[config.mk]
export PLATFORM = sky130hd
export DESIGN_NAME = sample_packer
export DESIGN_NICKNAME = d
export VERILOG_FILES = /design/src/rtl/sample_packer_pkg.sv /design/src/rtl/sample_packer.sv
export SDC_FILE = /design/constraint.sdc
export NUM_CORES = 1
export LEC_CHECK = 0
export CELL_PAD_IN_SITES_DETAIL_PLACEMENT = 0
export CELL_PAD_IN_SITES_GLOBAL_PLACEMENT = 1
export CORE_MARGIN = 3
export CORE_UTILIZATION = 25
export CTS_CLUSTER_DIAMETER = 150
export CTS_CLUSTER_SIZE = 10
export DETAILED_ROUTE_END_ITERATION = 16
export PLACE_DENSITY_LB_ADDON = 0.1
export SYNTH_ARGS = -nofsm -noshare
export SYNTH_HDL_FRONTEND = slang
export SYNTH_SLANG_ARGS = --single-unit
[constraint.sdc]
create_clock -name Clk -period 23.1 [get_ports Clk]
set_input_delay 4.62 -clock Clk [delete_from_list [all_inputs] [get_ports Clk]]
set_output_delay 4.62 -clock Clk [all_outputs]
set_load 0.01 [all_outputs]
[src/rtl/sample_packer_pkg.sv]
// Shared constants, state encoding and lane-slice helper for the adder-tree front end.
// The same constants size the downstream reduction stages.
package sample_packer_pkg;

  localparam int DATA_W = 14;
  localparam int LANES  = 8;
  localparam int IDX_W  = $clog2(LANES);

  typedef enum logic [0:0] {
    EMPTY   = 1'b0,
    FILLING = 1'b1
  } state_t;

  // Bit offset of lane k inside a packed lane vector of w-bit lanes.
  function automatic int lane_off(input int k, input int w);
    return k * w;
  endfunction

endpackage

[src/rtl/sample_packer.sv]
// Packs a serial sample stream into LANES-wide, zero-padded operand beats for the adder tree.
// Optional beat counter output enabled by SAMPLE_PACKER_BEAT_CNT_EN.
module sample_packer
  import sample_packer_pkg::*;
#(
  parameter int DATA_W = sample_packer_pkg::DATA_W,
  parameter int LANES  = sample_packer_pkg::LANES
) (
  input  logic                      Clk,
  input  logic                      Reset,
  input  logic [DATA_W-1:0]         InData,
  input  logic                      InValid,
  input  logic                      InLast,
  output logic                      InReady,
  input  logic                      Flush,
  output logic [LANES*DATA_W-1:0]   OutLanes,
  output logic [$clog2(LANES):0]    OutCount,
  output logic                      OutValid,
  input  logic                      OutReady
`ifdef SAMPLE_PACKER_BEAT_CNT_EN
  ,
  output logic [15:0]               BeatCount
`endif
);

  localparam int CNT_W = $clog2(LANES) + 1;

  state_t                    state_r, state_nx;
  logic [CNT_W-2:0]          idx_r, idx_nx;
  logic [DATA_W-1:0]         fill_r [LANES];
  logic [LANES*DATA_W-1:0]   lanes_r, beat_s;
  logic [CNT_W-1:0]          count_r;
  logic                      valid_r;
  logic                      accept_s, emit_s, xfer_s, at_end_s;

  assign InReady  = !Flush && (!valid_r || OutReady);
  assign accept_s = InValid && InReady;
  assign at_end_s = (idx_r == (CNT_W-1)'(LANES-1));
  assign emit_s   = accept_s && (InLast || at_end_s);
  assign xfer_s   = valid_r && OutReady;

  // Next state and lane index; an emitting accept always returns to EMPTY.
  always_comb begin
    state_nx = state_r;
    idx_nx   = idx_r;
    if (Flush) begin
      state_nx = EMPTY;
      idx_nx   = '0;
    end else begin
      case (state_r)
        EMPTY, FILLING: begin
          if (emit_s) begin
            state_nx = EMPTY;
            idx_nx   = '0;
          end else if (accept_s) begin
            state_nx = FILLING;
            idx_nx   = idx_r + (CNT_W-1)'(1);
          end else begin
            state_nx = state_r;
            idx_nx   = idx_r;
          end
        end
        default: begin
          state_nx = EMPTY;
          idx_nx   = '0;
        end
      endcase
    end
  end

  // Candidate beat: buffered lanes below idx, the incoming sample at idx, zeros above.
  always_comb begin
    beat_s = '0;
    for (int k = 0; k < LANES; k++) begin
      if (k < int'(idx_r)) begin
        beat_s[lane_off(k, DATA_W) +: DATA_W] = fill_r[k];
      end else if (k == int'(idx_r)) begin
        beat_s[lane_off(k, DATA_W) +: DATA_W] = InData;
      end else begin
        beat_s[lane_off(k, DATA_W) +: DATA_W] = {DATA_W{1'b0}};
      end
    end
  end

  // Fill buffer, FSM state and the registered output beat.
  always_ff @(posedge Clk or posedge Reset) begin
    if (Reset) begin
      state_r <= EMPTY;
      idx_r   <= '0;
      lanes_r <= '0;
      count_r <= '0;
      valid_r <= 1'b0;
      for (int k = 0; k < LANES; k++) begin
        fill_r[k] <= {DATA_W{1'b0}};
      end
    end else begin
      state_r <= state_nx;
      idx_r   <= idx_nx;
      if (Flush || emit_s) begin
        for (int k = 0; k < LANES; k++) begin
          fill_r[k] <= {DATA_W{1'b0}};
        end
      end else if (accept_s) begin
        fill_r[idx_r] <= InData;
      end
      // A new beat overwrites one leaving on the same edge, so no bubble appears.
      if (emit_s) begin
        lanes_r <= beat_s;
        count_r <= {1'b0, idx_r} + CNT_W'(1);
        valid_r <= 1'b1;
      end else if (xfer_s) begin
        valid_r <= 1'b0;
      end
    end
  end

  assign OutLanes = lanes_r;
  assign OutCount = count_r;
  assign OutValid = valid_r;

`ifdef SAMPLE_PACKER_BEAT_CNT_EN
  logic [15:0] beat_cnt_r;

  // Saturating count of delivered beats; Flush leaves it alone.
  always_ff @(posedge Clk or posedge Reset) begin
    if (Reset) begin
      beat_cnt_r <= 16'h0000;
    end else if (xfer_s && (beat_cnt_r != 16'hFFFF)) begin
      beat_cnt_r <= beat_cnt_r + 16'h0001;
    end
  end

  assign BeatCount = beat_cnt_r;
`endif

endmodule

# Word-level counts from Yosys, hierarchy flattened
# Index checks and enable logic that the tools add are counted.
[totals]
regBits = 232
in_bits = 20
out_inout_bits = 118
[classes]
addsub = 2
magnitude_cmp = 9
n_eq_ne = 8
mux = 25
bitwise_logic = 1
n_reduce_logical = 14
[ops]
columns = ["op", "n"]
rows = [
  ["112-bit two-way mux", 2],
  ["14-bit two-way mux", 16],
  ["112-bit bitwise mux", 1],
  ["14-bit demux with 3-bit select", 1],
  ["3-bit equality test (first input constant)", 4],
  ["3-bit less-than comparator (first input constant)", 3],
  ["3-bit two-way mux", 3],
  ["2-bit by 3-bit equality test with 1-bit output (first input constant)", 2],
  ["1-bit by 3-bit less-than comparator with 1-bit output (first input constant)", 2],
  ["2-bit by 3-bit less-than comparator with 1-bit output (first input constant)", 2],
  ["1-bit logical AND", 5],
  ["3-bit by 1-bit adder with 4-bit output (second input constant)", 1],
  ["4-bit >= comparator (second input constant)", 1],
  ["4-bit by 1-bit less-than comparator with 1-bit output (second input constant)", 1],
  ["3-bit NOT with 4-bit output", 1],
  ["2-bit nonzero test", 2],
  ["3-bit by 1-bit adder with 3-bit output (second input constant)", 1],
  ["1-bit by 3-bit equality test with 1-bit output (first input constant)", 1],
  ["3-bit equality test (second input constant)", 1],
  ["3-bit logical NOT", 1],
  ["1-bit logical OR", 3],
  ["3-bit nonzero test", 1],
  ["1-bit logical NOT", 2],
  ["1-bit two-way mux", 2],
]

# Logic depth before layout (Yosys ltp)
# Gate-level depths: netlist (run 1).
[depth]
word_depth = 8
ltp_mapped = 10
ltp_nobuf = 5

# Worst setup path after synthesis (run 1)
# No wires, ideal clock.
[synth_timing]
path_type = "input-to-output"
start = "input port Flush"
end = "output port InReady"
t_arrival_ns = 5.473
required_time_ns = 18.480
setup_slack_ns = 13.007
stages = 4
cell_sequence = "buf_2 -> clkbuf_1 -> clkbuf_1 -> nor2_1"
[synth_between]
elab_chain_len = 2
[synth_rtl]
columns = ["element", "line_no", "text"]
rows = [
  ["from (decl)", "sample_packer.sv:15", "input logic Flush,"],
  ["1-bit logical NOT", "sample_packer.sv:36", "assign InReady = !Flush && (!valid_r || OutReady);"],
  ["1-bit logical AND", "sample_packer.sv:36", ""],
  ["to (decl)", "sample_packer.sv:14", "output logic InReady,"],
]
# Every way passes these cells.

# Final worst setup path (run 1)
[layout_timing]
start = "input port OutReady"
end = "output port InReady"
[layout_between]
elab_chain_len = 2
[layout_rtl]
columns = ["element", "line_no", "text"]
rows = [
  ["from (decl)", "sample_packer.sv:19", "input logic OutReady"],
  ["1-bit logical OR", "sample_packer.sv:36", ""],
  ["1-bit logical AND", "sample_packer.sv:36", ""],
]
# Every way passes these cells.

==> results of run 1 <==
[cell type report]
cell class	count	area, µm²	area share [%]
tap	592	740.7	5.433
clock buffer	27	643.1	4.717
timing repair buffer	166	1587	11.64
antenna	1	2.502	0.01835
inverter	48	187.7	1.377
sequential	218	5456	40.02
multi-input combinational	723	5017	36.80
[power by group through the flow]
stage                     Sequential, mW  Clock (mW)  Combinational (mW)
after floorplan                    0.410           0              0.0544
after global placement             0.408           0               0.111
after detailed placement           0.408           0               0.111
after CTS                          0.401       0.366               0.111
after global routing               0.402       0.379               0.117
final                              0.401       0.353               0.109
[layout by cell type (no fill, tap or decap), types with 10 or more instances in the layout]
cell	instances
dfrtp_1	217
clkdlybuf4s50_1	136
o21ai_0	129
mux2_2	91
nand4_1	86
nand3_1	85
nand2_1	85
a31oi_1	70
a22o_1	56
inv_1	46
buf_4	30
o32ai_1	28
clkbuf_16	25
nor2b_1	16
mux2i_1	15
nor3b_1	14
mux2_4	10
[layer usage]
metal	wire [µm]	share of wire [%]	vias up
met2	19950	46	297
met5	0	0	-
met4	772	1.8	0
li1	-	-	4253
met1	20680	47	4806
met3	2353	5.4	44
[per-stage QoR]
| stage | hold WS (ns) | util, % | cell area (µm²) | instances |
|---|---|---|---|---|
| 3_5_place_dp | 0.4937 | 29.24 | 12990 | 1747 |
| 2_1_floorplan | 0.5169 | - | 11270 | 1129 |
| 3_3_place_gp | 0.4897 | 29.24 | 12990 | 1747 |
| 6_report | 0.5019 | 30.70 | 13630 | 1775 |
| 5_1_grt | 0.5205 | 30.70 | 13630 | 1775 |
| 4_1_cts | 0.5063 | 30.69 | 13630 | 1774 |
[worst min path at each step]
stage                                            to  slack, ns  cells past startpoint                      start
after CTS                 OutLanes[109]$_DFFE_PP0P_       0.51                      1  OutLanes[109]$_DFFE_PP0P_
after detailed placement  OutLanes[109]$_DFFE_PP0P_       0.49                      1  OutLanes[109]$_DFFE_PP0P_
after floorplan             fill_r[100]$_DFFE_PP0P_       0.52                      2    fill_r[100]$_DFFE_PP0P_
final                      OutLanes[80]$_DFFE_PP0P_       0.50                      1   OutLanes[80]$_DFFE_PP0P_
after global routing       OutLanes[98]$_DFFE_PP0P_       0.52                      1   OutLanes[98]$_DFFE_PP0P_
after global placement    OutLanes[111]$_DFFE_PP0P_       0.49                      1  OutLanes[111]$_DFFE_PP0P_
[sequential cells by signal, summed over array words and instances (netlist names)]
| signal | count |
|---|---|
| OutValid | 1 |
| OutCount | 4 |
| idx_r | 3 |
| OutLanes | 112 |
| fill_r | 98 |
[kinds of logic after synthesis]
family	count (synthesis)
buf+inv	188
fa+ha+maj	6
compound gates	290
flops	218
simple gates	311
mux	116
==> results.md, run 1 <==
- Gpl congestion: 0.7285
- P&R area growth vs syn: 21.01%
- # hold bufs at CTS: 0
- Final Skew: 0.01074 ns
- I/O pin total: 138
- Vias: 9400
- Syn. warnings: 0
- RSZ-0062 raised after global routing: no
- Overall Global Routing Usage: 18.03%
- Synthesized cell area: 11270 µm²
- Final Cycle Share: 46.74%
- # fillers: 4641
- Critical path depth: 4
- Critical-path cell with the highest stage delay: clkdlybuf4s50_1
- CP Capture Point: InReady
- Buf/Inv on CP: 2
- CTS buffer count: 25
- Combinational share of power: 12.6%
- Pin count of the biggest net entering global routing: 106
- Reg power frac: 46.5%
- Syn_area_per_cell: 9.980 µm²
- Final ANT Viol Nets: 0
- Worst-path cell chain: clkdlybuf4s50_1, and2b_4, nor2_1, clkdlybuf4s50_1
- Count leader, synth: dfrtp_1
- Gr busiest metal: met2
- Yosys cell types: 45
- Arr. time, crit path: 6.18 ns
- Post-synth top area cell: dfrtp_1
- Critical Path RT: 18.48 ns
- Hold Vio Cnt, Final: 0
- LEAKAGE: 5.404 nW
- Layout cell share with drive strength beyond 1: 14.89%
- Gates resized, CTS repair: 0
- Clock root buffer: clkbuf_16
- Vias in the first global route: 9574
- Antenna violations before repair: 4
- Total power: 0.8625 mW
- Worst Path Class, Setup: in2out
- Die width: 218.3 µm
- Setup crit start kind: input port
- # nets final: 1208
- Most frequent cells after synthesis: 218 x dfrtp_1, 129 x o21ai_0, 91 x mux2_2
- Global route overflow: 0
- Clk pin slew, worst setup/hold paths: 0.05 ns
- Final setup viols: 0
- Initial drt markers: 924
- Switching share of power: 27.24%
- Synth Area in Compound Gates: 16.69%
- # DRC: 0
- FF-to-FF setup slack: 19.38 ns
- Internal power: 0.6275 mW
- Area of the die: 47650 µm²
- Initial Util: 25.37%
- Crit-path max cell delay: 0.58 ns
- Worst Hold Class: reg2reg
- Critical R2R Launch: idx_r[2]$_DFFE_PP0P_
- Worst R2R Path Depth: 5
- CTS tree: built
- 1st-pass router iterations: 5
- Post-synthesis adder-cell area fraction: 0.6663%
- H-tree depth: 1
- Setup TNS: 0 ns
- Crit path time final: 10.80 ns
- Routed len/inst: 24.65 µm
- Slew margin rel.: 19.07%
- Post-Syn Instances: 1129
- Ys flop type: dfrtp_1
- P_sw: 0.2350 mW
- Max cap viols: 0
- Crit path top cell by count: clkdlybuf4s50_1
- # rows: 77
- R2r endpoint: OutLanes[104]$_DFFE_PP0P_
- Ranking of synthesized cells by area: dfrtp_1 48%, mux2_2 9.1%, o21ai_0 5.7%, nand4_1 4.8%, a22o_1 4.4%
- Seq/Total Area, Yosys: 48.42%
- Dpl hpwl: 25830 µm
- Die height: 218.3 µm
- Main combinational cell family by area after synthesis: compound AO/OA/AOI/OAI gates
- Routed WL: 43750 µm
- GR Util met2: 27.96%
- Slew @ Worst Pin: 1.211 ns
- Core Box Area: 44410 µm²
- Mux share of post-synthesis cell area: 11.76%
- Post-synth ARST share: 100.0%
- CP Capture Type: primary output
- CTS sink count: 218
- Seq cells post-synth: 218
- Via density: 5.296
- Syn_nets: 1155
- VDD IR-drop max: 0.05149 mV
- Port Buf Inserts: 137
- Status: finished, final reports clean
- Pwr Density: 63.26 nW/µm²
- Top delay family on crit path: buffers and inverters
- Simple-gate share of the synthesized area: 15.20%
- Worst skew pair latency: 0.54 ns
- Longest Clk Path Bufs: 3
- Max Slew Vio Count: 0
- Number of post-CTS setup repair buffers: 0
- Grt met3 use: 2.072%
- Clock power frac: 40.9%
- Worst setup startpoint: OutReady
- Setup ws final: 12.30 ns
- GR Layer Usage met1: 26.88%
- First-pass GRT wire length: 65820 µm
- EDFF count, synth: 0
- Pre-CTS setup slack: 12.22 ns
- CP Max Fanout: 8
- Fmax: 0.09261 GHz
- Synth top area share: 48.42%
- XOR/XNOR share of the synthesized area: 0%
Note: power is estimated with default switching activity, not from simulation.
==> inputs of run 2 (changes only) <==
==> constraint.sdc (replaced) <==
create_clock -name Clk -period 10 [get_ports Clk]
set_input_delay 2 -clock Clk [delete_from_list [all_inputs] [get_ports Clk]]
set_output_delay 2 -clock Clk [all_outputs]
set_load 0.01 [all_outputs]
==> run 2 against run 1 <==
Worst hold slack worse by 0.00091 ns. Clock power up 130%. Non-clock buffer count up 3. First-iteration DRC count down 32%. Clock skew up 0.011 ns. Sequential cell count unchanged. Via count down 0.60%. Critical endpoint unchanged. Highest routed layer unchanged.
==> results.md, run 2 (synthesis gave the netlist of run 1 again) <==
- CP Capture Type: primary output
- Worst-path cell chain: clkdlybuf4s50_1, and2b_4, nor2_1, clkdlybuf4s50_1
- Arr. time, crit path: 3.63 ns
- Vias: 9344
- Crit-path max cell delay: 0.60 ns
- Overall Global Routing Usage: 17.81%
- Initial Util: 25.37%
- Worst R2R Path Depth: 7
- Final ANT Viol Nets: 0
- # rows: 77
- Crit path top cell by count: clkdlybuf4s50_1
- VDD IR-drop max: 0.1162 mV
- Setup TNS: 0 ns
- Critical Path RT: 8.00 ns
- Area of the die: 47650 µm²
- Dpl hpwl: 25320 µm
- Pwr Density: 145.5 nW/µm²
- RSZ-0062 raised after global routing: no
- Gpl congestion: 0.7346
- Hold Vio Cnt, Final: 0
- Routed len/inst: 24.23 µm
- CTS buffer count: 25
- Slew @ Worst Pin: 1.325 ns
- I/O pin total: 138
- Pin count of the biggest net entering global routing: 102
- LEAKAGE: 5.419 nW
- Gates resized, CTS repair: 0
- # DRC: 0
- Layout cell share with drive strength beyond 1: 15.11%
- Worst Hold Class: reg2reg
- Vias in the first global route: 9553
- CTS sink count: 218
- Port Buf Inserts: 137
- Largest register FFs: 112
- Met2 wire length: 20030 µm
- CP Max Fanout: 3
- CTS tree: built
- Setup crit start kind: input port
- Slew margin rel.: 11.45%
- Global route overflow: 0
- Max Slew Vio Count: 0
- Die height: 218.3 µm
- Via density: 5.255
- Clock root buffer: clkbuf_16
- Fmax: 0.1775 GHz
- Final core utilization: 30.75%
- WHS Path Cells: 1
- Die width: 218.3 µm
- H-tree depth: 1
- Met3 Routed Length: 1964 µm
- Routed WL: 43080 µm
- Critical-path cell with the highest stage delay: clkdlybuf4s50_1
- Antenna violations before repair: 3
- Longest Clk Path Bufs: 3
- Met1 WL: 20310 µm
- Commonest non-fill, non-tap cell in the layout: dfrtp_1
- 1st-pass router iterations: 6
- First-pass GRT wire length: 64900 µm
- Final setup viols: 0
- Worst skew pair latency: 0.54 ns
- Worst Path Class, Setup: in2out
- # fillers: 4528
- Final Skew: 0.02178 ns
- Initial drt markers: 631
- Crit path time final: 5.633 ns
- P&R area growth vs syn: 21.21%
- Highest routed layer: met4
- Number of post-CTS setup repair buffers: 0
- Clk pin slew, worst setup/hold paths: 0.05 ns
- # nets final: 1211
- Final Cycle Share: 56.33%
- Status: finished, final reports clean
- # hold bufs at CTS: 0
- Most frequent cells in the layout: 217 x dfrtp_1, 136 x clkdlybuf4s50_1, 129 x o21ai_0
- Max cap viols: 0
- Core Box Area: 44410 µm²
==> run 2: cell types whose count changed in the layout (fill, tap and decap cells not counted), sizes merged <==
cell | before | now
buf | 30 | 33
==> run 2: area by class of cell <==
type                       count  area (µm²)  area share [%]
sequential                   218        5456           39.95
multi-input combinational    723        5017           36.74
timing repair buffer         169        1609           11.78
tap                          592       740.7           5.424
clock buffer                  27       643.1           4.709
inverter                      48       187.7           1.374
antenna                        1       2.502         0.01832
==> run 2: worst max-delay path, delay by kind of cell <==
kind | cells | cell delay, ns
buffers and inverters | 2 | 1.15
AND/OR/NAND/NOR | 2 | 0.48
==> run 2: path summary, 6_finish.rpt <==
kind | to | startpoint | slack [ns]
min in group asynchronous | OutLanes[101]$_DFFE_PP0P_ | Reset | 2.03
worst min register to register | OutLanes[98]$_DFFE_PP0P_ | OutLanes[98]$_DFFE_PP0P_ | 0.50
worst max-delay path | InReady | OutReady | 4.37
max in group asynchronous | fill_r[52]$_DFFE_PP0P_ | Reset | 6.51
worst max register to register | fill_r[30]$_DFFE_PP0P_ | idx_r[0]$_DFFE_PP0P_ | 6.18
worst min-delay path | OutLanes[98]$_DFFE_PP0P_ | OutLanes[98]$_DFFE_PP0P_ | 0.50
==> run 2: stage by stage <==
step                total power, mW  instance area, µm²  std cells  hold WS [ns]  worst slack (ns)
floorplan                     1.073               11270       1129        0.5169             2.036
global placement              1.198               13010       1750        0.4902             4.309
detailed placement            1.199               13010       1750        0.4955             4.328
CTS                           2.030               13650       1777        0.5083             4.316
global route                  2.075               13660       1778        0.5174             4.342
finish                        1.987               13660       1778        0.5010             4.367
==> run 2: routing by layer <==
layer / up-vias / track usage, %
met5: - / 0
met4: 0 / 3.609
met3: 46 / 2.072
met2: 263 / 28.94
met1: 4767 / 25.61
li1: 4268 / -
==> run 2: report_power, final <==
group / total [mW] / switching, mW / internal, mW
clock network: 0.808 / 0.362 / 0.446
logic: 0.253 / 0.157 / 0.0957
registers: 0.926 / 0.0180 / 0.908
==> inputs of run 3 (changes only) <==
==> constraint.sdc (replaced) <==
create_clock -name Clk -period 4.8 [get_ports Clk]
set_input_delay 0.96 -clock Clk [delete_from_list [all_inputs] [get_ports Clk]]
set_output_delay 0.96 -clock Clk [all_outputs]
set_load 0.01 [all_outputs]
==> run 3 against run 2 <==
Clock skew fell by 0.0058 ns. Clock power rose by 110%. Final area rose by 1.0%. Largest power group unchanged. Via count barely moved. Critical endpoint unchanged. Setup slack got worse by 3.0 ns. Count of clock-buffer cells in the layout did not move. Global-route usage fell by 0.21 points. Wire length fell by 0.55%. Largest cell class unchanged.
==> results.md, run 3 (synthesis gave the netlist of run 1 again) <==
- Dpl hpwl: 25960 µm
- CTS sink count: 218
- FF-to-FF setup slack: 1.91 ns
- Clock power frac: 41.0%
- Pin count of the biggest net entering global routing: 103
- Via density: 5.222
- CTS tree: built
- Clock root buffer: clkbuf_16
- Internal power: 3.035 mW
- CP Capture Type: primary output
- Worst R2R Path Depth: 5
- GR Layer Usage met1: 25.53%
- Most frequent cells in the layout: 217 x dfrtp_1, 136 x clkdlybuf4s50_1, 129 x o21ai_0
- Die height: 218.3 µm
- Switching share of power: 27.32%
- Critical Path RT: 3.84 ns
- Final ANT Viol Nets: 0
- Arr. time, crit path: 2.50 ns
- Status: finished, final reports clean
- Number of post-CTS setup repair buffers: 0
- I/O pin total: 138
- Worst skew pair latency: 0.55 ns
- Hold Crit Endpoint: OutLanes[70]$_DFFE_PP0P_
- LEAKAGE: 5.489 nW
- # fillers: 4635
- Setup crit start kind: input port
- Fmax: 0.2892 GHz
- Final core utilization: 31.06%
- WHS Path Cells: 1
- Hold Crit Start: OutLanes[70]$_DFFE_PP0P_
- Vias: 9352
- Commonest non-fill, non-tap cell in the layout: dfrtp_1
- P_sw: 1.141 mW
- Setup TNS: 0 ns
- Critical R2R Launch: idx_r[2]$_DFFE_PP0P_
- Area of the die: 47650 µm²
- Placed Cells: 1762
- Antenna violations before repair: 2
- Routed len/inst: 23.92 µm
- Worst Path Class, Setup: in2out
- H-tree depth: 1
- Initial drt markers: 618
- Routed WL: 42840 µm
- Layout cell share with drive strength beyond 1: 16.03%
- # DRC: 0
- Worst Hold Class: reg2reg
- Die width: 218.3 µm
- Final Non-Filler Cells: 1791
- CTS buffer count: 25
- First-pass GRT wire length: 64070 µm
- Port Buf Inserts: 137
- Slew margin rel.: 17.63%
- RSZ-0062 raised after global routing: no
- Initial Util: 25.37%
- Max cap viols: 0
- Gates resized, CTS repair: 0
- # hold bufs at CTS: 0
- Overall Global Routing Usage: 17.60%
- Core Box Area: 44410 µm²
- Final setup viols: 0
- P&R area growth vs syn: 22.45%
- Hold_ws: 0.5052 ns
- Largest register FFs: 112
- Longest Clk Path Bufs: 3
- Gpl congestion: 0.7195
- Crit path time final: 3.458 ns
- Final Skew: 0.01601 ns
- GR Util met2: 28.00%
- 1st-pass router iterations: 5
- Vias in the first global route: 9429
- Grt met3 use: 2.670%
- Hold Vio Cnt, Final: 0
- Gr busiest metal: met2
- Clk pin slew, worst setup/hold paths: 0.06 ns
- Max Slew Vio Count: 0
- # nets final: 1223
- Pwr Density: 302.6 nW/µm²
- Slew @ Worst Pin: 1.236 ns
- Reg power frac: 46.2%
- # rows: 77
- Combinational share of power: 12.7%
- Final Cycle Share: 72.05%
- Total power: 4.175 mW
- Global route overflow: 0
- CP Max Fanout: 6
- VDD IR-drop max: 0.1870 mV
- R2r endpoint: OutLanes[61]$_DFFE_PP0P_
==> run 3: power by group through the flow <==
stage                     Sequential [mW]  Clock, mW  Combinational [mW]
after CTS                            1.93       1.78               0.544
after detailed placement             1.96          0               0.543
after global placement               1.96          0               0.541
final                                1.93       1.71               0.532
after floorplan                      1.97          0               0.262
after global routing                 1.94       1.84               0.574
==> run 3: worst max path at each step <==
stage | start | endpoint | slack (ns) | cells past startpoint
floorplan | Reset | OutCount[0]$_DFFE_PP0P_ | 1.0 | 1
global placement | OutReady | OutLanes[65]$_DFFE_PP0P_ | 1.21 | 6
detailed placement | InValid | OutLanes[59]$_DFFE_PP0P_ | 1.17 | 5
CTS | OutReady | InReady | 1.32 | 4
global route | OutReady | InReady | 1.28 | 4
finish | OutReady | InReady | 1.34 | 4
==> run 3: critical path, cell delays in order <==
cell	delay (ns)
clkdlybuf4s50_1	0.54
and2b_4	0.25
nor2_1	0.17
clkdlybuf4s50_1	0.58
==> run 3: area by class of cell <==
cell class              instances  area (µm²)  area share, %
flip-flops and latches        218        5456          39.55
multi-input cells             723        5012          36.33
repair buffers                181        1749          12.68
well taps                     592       740.7          5.369
clock buffers                  27       643.1          4.661
inverters                      48       183.9          1.333
clock inverters                 1       8.758        0.06348
diodes                          1       2.502        0.01814
==> run 3: stage by stage <==
stage | setup WS (ns) | area, µm²
after floorplan | 0.9999 | 11270
after global placement | 1.208 | 13140
after detailed placement | 1.174 | 13140
after CTS | 1.317 | 13790
after global routing | 1.276 | 13790
final | 1.342 | 13800
==> run 3: metal layers <==
| layer | vias to the layer above | part of all wire (%) |
|---|---|---|
| met5 | - | 0 |
| met4 | 0 | 1.8 |
| met3 | 52 | 4.7 |
| met2 | 258 | 46 |
| met1 | 4761 | 48 |
| li1 | 4281 | - |
